==> src/rtl/pll_seq_pkg.sv <==
// ============================================================================
// pll_seq_pkg : shared state encoding and default widths for the PLL sequencer
// Revision    : 1.0
// ============================================================================
`default_nettype none

package pll_seq_pkg;

  localparam int unsigned DEF_DIV_W  = 5;
  localparam int unsigned DEF_TRIM_W = 26;
  localparam int unsigned CNT_W      = 16;

  typedef enum logic [2:0] {
    ST_IDLE    = 3'd0,
    ST_MUX_EXT = 3'd1,
    ST_PLL_OFF = 3'd2,
    ST_LOAD    = 3'd3,
    ST_PLL_ON  = 3'd4,
    ST_SETTLE  = 3'd5,
    ST_MUX_PLL = 3'd6,
    ST_DONE    = 3'd7
  } pll_seq_state_t;

endpackage

`default_nettype wire

==> src/rtl/pll_seq_timer.sv <==
// ============================================================================
// pll_seq_timer : shared non-wrapping wait counter; expired flags the last cycle
// Revision      : 1.0
// ============================================================================
`default_nettype none

module pll_seq_timer
  import pll_seq_pkg::*;
(
  input  logic             clock,
  input  logic             reset,
  input  logic             start,
  input  logic [CNT_W-1:0] load,
  output logic             expired
);

  logic [CNT_W-1:0] cnt_q, cnt_d;

  // Loaded with N on entry to a wait state, so the state lasts N cycles (N..1).
  always_comb begin
    cnt_d = cnt_q;
    if (start) begin
      cnt_d = load;
    end else if (cnt_q != '0) begin
      cnt_d = cnt_q - 1'b1;
    end
  end

  always_ff @(posedge clock or posedge reset) begin
    if (reset) begin
      cnt_q <= '0;
    end else begin
      cnt_q <= cnt_d;
    end
  end

  assign expired = (cnt_q == CNT_W'(1));

endmodule

`default_nettype wire

==> src/rtl/pll_sequencer.sv <==
// ============================================================================
// pll_sequencer : glitch-safe PLL reconfiguration sequencer (optional abort
//                 input under macro PLL_SEQ_ABORT_EN)
// Revision      : 1.0
// ============================================================================
`default_nettype none

module pll_sequencer
  import pll_seq_pkg::*;
#(
  parameter int unsigned DIV_W         = DEF_DIV_W,
  parameter int unsigned TRIM_W        = DEF_TRIM_W,
  parameter int unsigned SETTLE_CYCLES = 1024,
  parameter int unsigned GUARD_CYCLES  = 4
) (
  input  logic              clock,
  input  logic              reset,
`ifdef PLL_SEQ_ABORT_EN
  input  logic              abort,
`endif
  input  logic              cfg_valid,
  output logic              cfg_ready,
  input  logic [DIV_W-1:0]  cfg_div,
  input  logic [TRIM_W-1:0] cfg_trim,
  input  logic              cfg_use_pll,
  output logic              pll_ena,
  output logic              pll_dco,
  output logic [DIV_W-1:0]  pll_div,
  output logic [TRIM_W-1:0] pll_trim,
  output logic              sel_pll,
  output logic              busy,
  output logic              done
);

  localparam logic [CNT_W-1:0] SETTLE_LD = CNT_W'(SETTLE_CYCLES);
  localparam logic [CNT_W-1:0] GUARD_LD  = CNT_W'(GUARD_CYCLES);

  pll_seq_state_t    state_q, state_d;
  logic              use_pll_q;
  logic [DIV_W-1:0]  div_cap_q, pll_div_q;
  logic [TRIM_W-1:0] trim_cap_q, pll_trim_q;
  logic              sel_pll_q, pll_ena_q;
  logic              tmr_start, tmr_expired;
  logic [CNT_W-1:0]  tmr_load;
`ifdef PLL_SEQ_ABORT_EN
  logic              abort_q, abort_d;
`endif

  pll_seq_timer u_timer (
    .clock   (clock),
    .reset   (reset),
    .start   (tmr_start),
    .load    (tmr_load),
    .expired (tmr_expired)
  );

  always_comb begin
    state_d   = state_q;
    tmr_start = 1'b0;
    tmr_load  = GUARD_LD;
`ifdef PLL_SEQ_ABORT_EN
    abort_d   = abort_q;
`endif
    case (state_q)
      ST_IDLE: begin
        if (cfg_valid) begin
          state_d   = ST_MUX_EXT;
          tmr_start = 1'b1;
        end
      end
      ST_MUX_EXT: if (tmr_expired) state_d = ST_PLL_OFF;
      ST_PLL_OFF: begin
`ifdef PLL_SEQ_ABORT_EN
        state_d = abort_q ? ST_IDLE : ST_LOAD;
        abort_d = 1'b0;
`else
        state_d = ST_LOAD;
`endif
      end
      ST_LOAD:    state_d = use_pll_q ? ST_PLL_ON : ST_DONE;
      ST_PLL_ON: begin
        state_d   = ST_SETTLE;
        tmr_start = 1'b1;
        tmr_load  = SETTLE_LD;
      end
      ST_SETTLE: begin
        if (tmr_expired) begin
          state_d   = ST_MUX_PLL;
          tmr_start = 1'b1;
        end
      end
      ST_MUX_PLL: if (tmr_expired) state_d = ST_DONE;
      ST_DONE:    state_d = ST_IDLE;
      default:    state_d = ST_IDLE;
    endcase
`ifdef PLL_SEQ_ABORT_EN
    // An abort already inside MUX_EXT just finishes the running guard wait.
    if (abort && !abort_q && state_q != ST_IDLE && state_q != ST_DONE) begin
      abort_d = 1'b1;
      if (state_q != ST_MUX_EXT) begin
        state_d   = ST_MUX_EXT;
        tmr_start = 1'b1;
        tmr_load  = GUARD_LD;
      end
    end
`endif
  end

  // Outputs change on entry to the state that owns them, so each is steady for the whole state.
  always_ff @(posedge clock or posedge reset) begin
    if (reset) begin
      state_q    <= ST_IDLE;
      use_pll_q  <= 1'b0;
      div_cap_q  <= '0;
      trim_cap_q <= '0;
      pll_div_q  <= '0;
      pll_trim_q <= '0;
      sel_pll_q  <= 1'b0;
      pll_ena_q  <= 1'b0;
`ifdef PLL_SEQ_ABORT_EN
      abort_q    <= 1'b0;
`endif
    end else begin
      state_q <= state_d;
`ifdef PLL_SEQ_ABORT_EN
      abort_q <= abort_d;
`endif
      if (state_q == ST_IDLE && cfg_valid) begin
        use_pll_q  <= cfg_use_pll;
        div_cap_q  <= cfg_div;
        trim_cap_q <= cfg_trim;
      end
      if (state_d == ST_MUX_EXT) sel_pll_q <= 1'b0;
      if (state_d == ST_PLL_OFF) pll_ena_q <= 1'b0;
      if (state_d == ST_LOAD) begin
        pll_div_q  <= div_cap_q;
        pll_trim_q <= trim_cap_q;
      end
      if (state_d == ST_PLL_ON)  pll_ena_q <= 1'b1;
      if (state_d == ST_MUX_PLL) sel_pll_q <= 1'b1;
    end
  end

  assign cfg_ready = (state_q == ST_IDLE);
  assign busy      = (state_q != ST_IDLE);
  assign done      = (state_q == ST_DONE);
  assign pll_ena   = pll_ena_q;
  assign pll_dco   = pll_ena_q;
  assign pll_div   = pll_div_q;
  assign pll_trim  = pll_trim_q;
  assign sel_pll   = sel_pll_q;

endmodule

`default_nettype wire
==> config.mk <==
export PLATFORM = sky130hd
export DESIGN_NAME = pll_sequencer
export DESIGN_NICKNAME = d
export VERILOG_FILES = /design/src/rtl/pll_seq_pkg.sv /design/src/rtl/pll_seq_timer.sv /design/src/rtl/pll_sequencer.sv
export SDC_FILE = /design/constraint.sdc
export NUM_CORES = 1
export LEC_CHECK = 0
export BUFFER_PORTS_ARGS = -buffer_cell sky130_fd_sc_hd__clkbuf_2
export CAP_MARGIN = 5
export CORE_ASPECT_RATIO = 1.4
export CORE_MARGIN = 1
export CORE_UTILIZATION = 59
export DETAILED_ROUTE_END_ITERATION = 10
export GPL_TIMING_DRIVEN = 1
export PLACE_DENSITY = 0.86
export SKIP_CTS_REPAIR_TIMING = 1
export SYNTH_ARGS = -nofsm -noshare
export SYNTH_HDL_FRONTEND = slang
export SYNTH_HIERARCHICAL = 1
export SYNTH_SLANG_ARGS = --single-unit
export TNS_END_PERCENT = 100
==> constraint.sdc <==
create_clock -name clock -period 5.7 [get_ports clock]
set_clock_uncertainty 0.05 [all_clocks]
set_input_delay 1.425 -clock clock [delete_from_list [all_inputs] [get_ports clock]]
set_output_delay 1.425 -clock clock [all_outputs]
set_load 0.005 [all_outputs]
### Word level (Yosys, flattened, before mapping)

Cells that the tools add are included.
W data, S select, Z words.

| operators by class | value |
|---|---|
| reduce and logical (&&, ||, !) cells | 7 |
| equality and inequality tests | 13 |
| muxes and demuxes | 16 |
| add/subtract/negate cells | 1 |

Operator list:

| cell | number |
|---|---|
| $mux W16 | 2 |
| $pmux W3 S8 | 1 |
| $eq A3 B3 Y1 const B | 6 |
| $eq A16 B1 Y1 const B | 1 |
| $reduce_bool A16 Y1 | 1 |
| $sub A16 B1 Y16 const B | 1 |
| $eq A3 B2 Y1 const B | 4 |
| $mux W3 | 4 |
| $mux W11 | 1 |
| $eq A3 B1 Y1 const B | 2 |
| $mux W1 | 6 |
| $reduce_bool A2 Y1 | 3 |
| $logic_not A3 Y1 | 1 |
| $pmux W1 S3 | 1 |
| $reduce_bool A3 Y1 | 1 |
| $mux W2 | 1 |
| $logic_and A1 B1 Y1 | 1 |

| word-level totals | value |
|---|---|
| bits in registers | 84 |
| bits of input ports | 35 |

### Depth between registers and ports, before layout

Gate-level depths: netlist of the first run.

| logic depth | value |
|---|---|
| word-level depth | 6 |
| depth in mapped cells | 10 |
| depth with buffers taken out | 9 |

### Cells and area by module

The synthesis of the first run kept the hierarchy.

By module, submodules not included:

| module | instances | cells each | area an instance (µm²) |
|---|---|---|---|
| pll_sequencer | 1 | 175 | 2,847.7 |
| pll_seq_timer | 1 | 107 | 1,007.2 |

### Worst setup path after synthesis of the first run

No wires, ideal clock.

| timing path | value |
|---|---|
| kind | flip-flop to flip-flop |
| start point | register u_timer.cnt_q[4] |
| end point | register u_timer.cnt_q[12] |
| cell stages (with the launch flop) | 11 |
| clock period less this slack | 2.704 ns |
| setup slack | 2.996 ns |
| path buffers | 2 |
| arrival time | 2.513 ns |
| cells stage by stage | dfrtp_1 > nor4_4 > nand4_1 > nor4b_1 > o21ai_0 > a21oi_1 > clkbuf_1 > inv_1 > clkbuf_1 > nor2_1 > a31oi_1 |

| between the ends | value |
|---|---|
| word-level cells in the longest chain between the ends | 4 |

RTL lines:

| element | line | text |
|---|---|---|
| start, declared | pll_seq_timer.sv:17 | `logic [CNT_W-1:0] cnt_q, cnt_d;` |
| start signal, assigned | pll_seq_timer.sv:33 | `cnt_q <= cnt_d;` |
| $eq A16 B1 Y1 (*) | pll_seq_timer.sv:37 | `assign expired = (cnt_q == CNT_W'(1));` |
| named net tmr_expired | pll_sequencer.sv:43 | `logic tmr_start, tmr_expired;` |
| $mux W1 (*) | pll_sequencer.sv:87 | `if (tmr_expired) begin` |
| $pmux W1 S3 (*) | pll_sequencer.sv:64 | `case (state_q)` |
| named net tmr_start | pll_sequencer.sv:43 |  |
| $mux W16 or $reduce_bool A2 Y1 (tied branches) | -- |  |

The timed path passes the listed nets; every way through them passes the cells marked *. The select of a mux whose other input is x is not followed.
A chain may end at the register's enable or synchronous reset.

### Final worst setup path of the first run

| timing path | value |
|---|---|
| start point | register u_timer.cnt_q[9] |
| end point | register u_timer.cnt_q[3] |

The elaborated chain is that of the path after synthesis.

==> results.sh, run 1 <==
export IMPL_endpoint_kind="flip-flop"
export IMPL_synth_edf_count=0
export IMPL_core_area_um2=6250
export IMPL_drt_total_wl_um=7230
export IMPL_setup_tns_ps=0
export IMPL_fin_crit_sh=0.556
export IMPL_avgSynthCellArea_um2=13.7
export IMPL_cts_sinks=84
export IMPL_grt_pass1_wl_um=12300
export IMPL_grt_total_usage=0.237
export IMPL_arrival_ps=3360
export IMPL_ys_seq_elements=84
export IMPL_vias=2427
export IMPL_gp_congestion=0.890
export IMPL_ys_seq_area_frac=0.545
export IMPL_hold_path_class="reg2reg"
export IMPL_first_pass_iters=4
export IMPL_die_w_um=70.3
export IMPL_cap_violations=0
export IMPL_clockRootBuffer="clkbuf_8"
export IMPL_busiest_layer="met2"
export IMPL_io_buffers=71
export IMPL_die_h_um=97.6
export IMPL_drive_gt1_frac=0.439
export IMPL_layout_nets=403
export IMPL_worst_slew_pin_slew_ps=846
export IMPL_dr_first_iter_drc_count=122
export IMPL_r2r_start="u_timer/cnt_q[9]"
export IMPL_slew_viol_final=0
export IMPL_die_area_um2=6870
export IMPL_period_minus_slack_ps=3170
export IMPL_power_leakage_uw=0.00221
export IMPL_ios=72
export IMPL_cp_max_fo=19
export IMPL_synth_largest_area_cell="dfrtp_1"
export IMPL_crit_chain="nor3_1, nand4_1, nor4b_1, o21ai_0, a21oi_1, buf_4, inv_1, mux2_2"
export IMPL_grt_use_met3=0.0363
export IMPL_dp_hpwl_um=4910
export IMPL_netlist_instances=282
export IMPL_status="finished, final reports clean"
export IMPL_cts_tree="yes"
export IMPL_fin_area_um2=4450
export IMPL_htree_num_levels=3
export IMPL_async_flop_share=1.00
export IMPL_overflow=0
export IMPL_ys_types=46
export IMPL_use_met1=0.295
export IMPL_grtUsageMet2=0.394
export IMPL_fmax_mhz=315
export IMPL_critical_path_class="reg2reg"
export IMPL_min_from="pll_div[2]"
export IMPL_synth_top_cell_area_share=0.545
export IMPL_slew_headroom=0.436
export IMPL_worstSetupStartpointType="flip-flop"
export IMPL_clkLatencyLatePin_ps=350
export IMPL_syn_to_final_growth_pct=15.5
export IMPL_synth_area_leaders="dfrtp_1 55%, mux2_4 12%, mux2_2 9.6%"
export IMPL_slowest_delay_ps=660
export IMPL_crit_required_ps=5890
export IMPL_cts_buffers=9
export IMPL_antenna_cells=0
export IMPL_p_per_area_nw_per_um2=350
export IMPL_viasPerCell=5.48
export IMPL_start_util=0.616
export IMPL_final_cell_mix="84 x dfrtp_1, 71 x clkbuf_2, 33 x mux2_2"
export IMPL_netlist_area_um2=3850
export IMPL_final_setup_viol_count=0
export IMPL_grt_pass1_vias=2476
export IMPL_yosys_warnings=6
export IMPL_ys_flop_type="dfrtp_1"
export IMPL_place_area_um2=4220
export IMPL_regArea_um2=2100
export IMPL_crit_slowest_cell="nor4b_1"
export IMPL_cts_path_max_buffers=2
export IMPL_ant_nets=0
export IMPL_rsz0062_at_grt="no"
export IMPL_critical_path_startpoint="u_timer/cnt_q[9]"
export IMPL_ir_worst_vdd_uv=209
export IMPL_multi_input_comb_area_um2=1610
export IMPL_num_rows=34
export IMPL_final_common_cell="dfrtp_1"
export IMPL_hold_viol_final=0
export IMPL_routedWlPerCell_um=16.3
export IMPL_nFillCells=431
export IMPL_drcViolationCount=0
export IMPL_clkTransAtPathRegs_ps=80
export IMPL_antenna_found_initial=0
export IMPL_grt_max_degree=69
==> synth_stat cells (all sizes together) (2+ instances only) <==
cell	instances
a21oi	8
a2bb2oi	3
a31oi	4
buf	11
clkbuf	3
dfrtp	84
ha	2
inv	12
mux2	65
mux2i	2
nand2	16
nand3	5
nand3b	2
nand4	4
nor2	11
nor3	4
nor3b	2
nor4	5
o21ai	12
o31ai	6
or3	2
xnor2	4
xor2	4
==> critical path: cells and delay by family (launching register included) <==
kind / cells / cell delay [ps]
buffers and inverters: 2 / 470
AND/OR/NAND/NOR: 3 / 1450
AO/OA/AOI/OAI: 2 / 320
multiplexers: 1 / 340
flip-flops: 1 / 430
==> where the power goes <==
part           switching, uW  internal [uW]
clock network            215            262
registers                117            695
logic                    116            152
==> cells by family after synthesis <==
group                      Yosys count  share of synthesized area
AOI/OAI and AO/OA                   38                     0.0620
xor gates and xnor gates             8                     0.0182
adders and majority gates            2                    0.00649
buffers and inverters               26                     0.0510
DFF                                 84                      0.545
muxes                               67                      0.224
other                                1                   0.000973
and+or+nand+nor                     56                     0.0919
==> sequential cells by signal (all words and copies together), names as in the netlist <==
signal / count
div_cap_q: 5
pll_dco: 1
pll_div: 5
pll_trim: 26
sel_pll: 1
state_q: 3
trim_cap_q: 26
u_timer/cnt_q: 16
use_pll_q: 1
==> per-stage QoR <==
step	util	total power, uW	hold WS [ps]	std cells	setup slack, ps
after floorplan	-	1010	414	295	2510
after detailed placement	0.675	1090	434	427	2620
final	0.712	1560	450	443	2530
after global placement	0.675	1060	418	427	2830
after global routing	0.712	1640	466	443	2250
after CTS	0.712	1570	455	443	2590
==> routing by layer <==
metal / share of wire / vias to the layer above
met5: 0 / -
met4: 0.021 / 0
met3: 0.035 / 9
met2: 0.52 / 64
met1: 0.42 / 1199
li1: - / 1155
==> final timing paths <==
path | end | slack, ps | cells after the start
worst max-delay path | u_timer/cnt_q[3] | 2530 | 8
worst min-delay path | pll_div[2] | 450 | 1
worst min register to register | pll_div[2] | 450 | 1
max in group asynchronous | trim_cap_q[7] | 3790 | 3
worst max register to register | u_timer/cnt_q[3] | 2530 | 8
min in group asynchronous | u_timer/cnt_q[15] | 1100 | 2
==> final cells by class <==
type / instances / share of cell area
clock buffers: 10 / 0.0309
clock inverters: 6 / 0.0211
inverters: 12 / 0.0101
multi-input cells: 185 / 0.361
flip-flops and latches: 84 / 0.472
well taps: 72 / 0.0202
repair buffers: 74 / 0.0849
No activity file was read; power rests on OpenSTA's default activity.
==> run 2, diff against run 1 <==
--- a/config.mk
+++ b/config.mk
@@ -9,10 +9,10 @@
 export CAP_MARGIN = 5
 export CORE_ASPECT_RATIO = 1.4
 export CORE_MARGIN = 1
-export CORE_UTILIZATION = 59
+export CORE_UTILIZATION = 50
 export DETAILED_ROUTE_END_ITERATION = 10
 export GPL_TIMING_DRIVEN = 1
-export PLACE_DENSITY = 0.86
+export PLACE_DENSITY = 0.78
 export SKIP_CTS_REPAIR_TIMING = 1
 export SYNTH_ARGS = -nofsm -noshare
 export SYNTH_HDL_FRONTEND = slang
==> constraint.sdc (replaced) <==
create_clock -name clock -period 2.6 [get_ports clock]
set_clock_uncertainty 0.05 [all_clocks]
set_input_delay 0.65 -clock clock [delete_from_list [all_inputs] [get_ports clock]]
set_output_delay 0.65 -clock clock [all_outputs]
set_load 0.005 [all_outputs]
==> results.sh, run 2 (synthesis gave the netlist of run 1 again) <==
export IMPL_cts_path_max_buffers=2
export IMPL_fin_crit_sh=0.878
export IMPL_layout_nets=409
export IMPL_start_util=0.520
export IMPL_timing_hold_ws_ps=256
export IMPL_grt_pass1_wl_um=11800
export IMPL_grt_pass1_vias=2473
export IMPL_cts_buffers=9
export IMPL_io_buffers=71
export IMPL_grt_total_usage=0.191
export IMPL_arrival_ps=2480
export IMPL_final_cell_mix="84 x dfrtp_1, 71 x clkbuf_2, 33 x mux2_2"
export IMPL_regArea_um2=2100
export IMPL_clockRootBuffer="clkbuf_8"
export IMPL_slew_viol_final=0
export IMPL_nFillCells=583
export IMPL_cp_max_fo=14
export IMPL_fmax_mhz=438
export IMPL_p_per_area_nw_per_um2=740
export IMPL_viasPerCell=5.18
export IMPL_wl_met3_um=263
export IMPL_drt_total_wl_um=6960
export IMPL_htree_num_levels=3
export IMPL_multi_input_comb_area_um2=1610
export IMPL_hold_path_class="in2async"
export IMPL_clkLatencyLatePin_ps=360
export IMPL_dp_hpwl_um=4880
export IMPL_setup_tns_ps=0
export IMPL_endpoint_kind="flip-flop"
export IMPL_die_area_um2=8070
export IMPL_antenna_found_initial=0
export IMPL_antenna_cells=0
export IMPL_drcViolationCount=0
export IMPL_gp_congestion=0.819
export IMPL_cts_tree="yes"
export IMPL_setup_ws_ps=316
export IMPL_routed_top_layer="met4"
export IMPL_power_leakage_uw=0.00225
export IMPL_hold_viol_final=0
export IMPL_rsz0062_at_grt="no"
export IMPL_internal_power_uw=2410
export IMPL_cts_sinks=84
export IMPL_combPwrFrac=0.181
export IMPL_p_sw_uw=964
export IMPL_routedWlPerCell_um=14.7
export IMPL_worst_slew_pin_slew_ps=645
export IMPL_pre_cts_ws_ps=315
export IMPL_critical_path_class="reg2reg"
export IMPL_worstSetupStartpointType="flip-flop"
export IMPL_ant_nets=0
export IMPL_final_setup_viol_count=0
export IMPL_ios=72
export IMPL_syn_to_final_growth_pct=18.3
export IMPL_vias=2455
export IMPL_crit_required_ps=2800
export IMPL_final_common_cell="dfrtp_1"
export IMPL_seqPwrFrac=0.526
export IMPL_dr_first_iter_drc_count=135
export IMPL_ir_worst_vdd_uv=336
export IMPL_dr_wl_met2_um=3570
export IMPL_cap_violations=0
export IMPL_die_h_um=106
export IMPL_overflow=0
export IMPL_grt_max_degree=48
export IMPL_totalPowerFinal_uw=3380
export IMPL_wl_met1_um=3030
export IMPL_swShare=0.286
export IMPL_clkTransAtPathRegs_ps=80
export IMPL_p_clk_frac=0.293
export IMPL_utilization=0.616
export IMPL_core_area_um2=7410
export IMPL_die_w_um=76.2
export IMPL_drive_gt1_frac=0.451
export IMPL_num_rows=37
export IMPL_slew_headroom=0.570
export IMPL_period_minus_slack_ps=2280
export IMPL_first_pass_iters=6
export IMPL_status="finished, final reports clean"
[run 2: changes by cell type in the layout (fill, tap and decap cells not counted), sizes merged]
cell / change
inv: -1
bufinv: -1
buf: +6
clkbuf: +2
[run 2: layout make-up]
type | instances | share of cell area
clock inverters | 4 | 0.0121
well taps | 97 | 0.0266
clock buffers | 12 | 0.0362
flip-flops and latches | 84 | 0.461
repair buffers | 80 | 0.101
multi-input cells | 185 | 0.353
inverters | 12 | 0.00988
[run 2: worst paths after layout]
kind / startpoint / end / slack (ps) / depth (start not counted)
setup / recovery: u_timer/cnt_q[11] / u_timer/cnt_q[3] / 320 / 7
hold / removal: reset / trim_cap_q[4] / 260 / 2
setup reg to reg: u_timer/cnt_q[11] / u_timer/cnt_q[3] / 320 / 7
hold reg to reg: pll_div[2] / pll_div[2] / 450 / 1
max in group asynchronous: reset / pll_dco / 1620 / 3
min in group clock: pll_div[2] / pll_div[2] / 450 / 1
[run 2: power by group through the flow]
stage	Clock, uW	Combinational, uW	Sequential (uW)
6_report	989	610	1780
5_1_grt	1070	672	1810
4_1_cts	1020	613	1770
3_5_place_dp	0	606	1800
3_3_place_gp	0	591	1770
2_1_floorplan	0	501	1730
[run 2: layer usage]
metal  GRT usage  vias up
li1            -     1172
met1       0.248     1213
met2       0.309       61
met3      0.0541        9
met4      0.0618        0
met5           0        -
[run 2: stage by stage]
step                cells  area, um2
finish                474       4560
global route          474       4560
CTS                   474       4560
detailed placement    458       4340
global placement      458       4340
floorplan             295       3910
[run 2: critical path: stages (launching register included)]
cell and delay (ps):
dfrtp_1 470, nor4_4 320, nand4_1 140, nor4b_2 330, o21ai_0 120, a21oi_1 180, inv_1 230, mux2_2 340
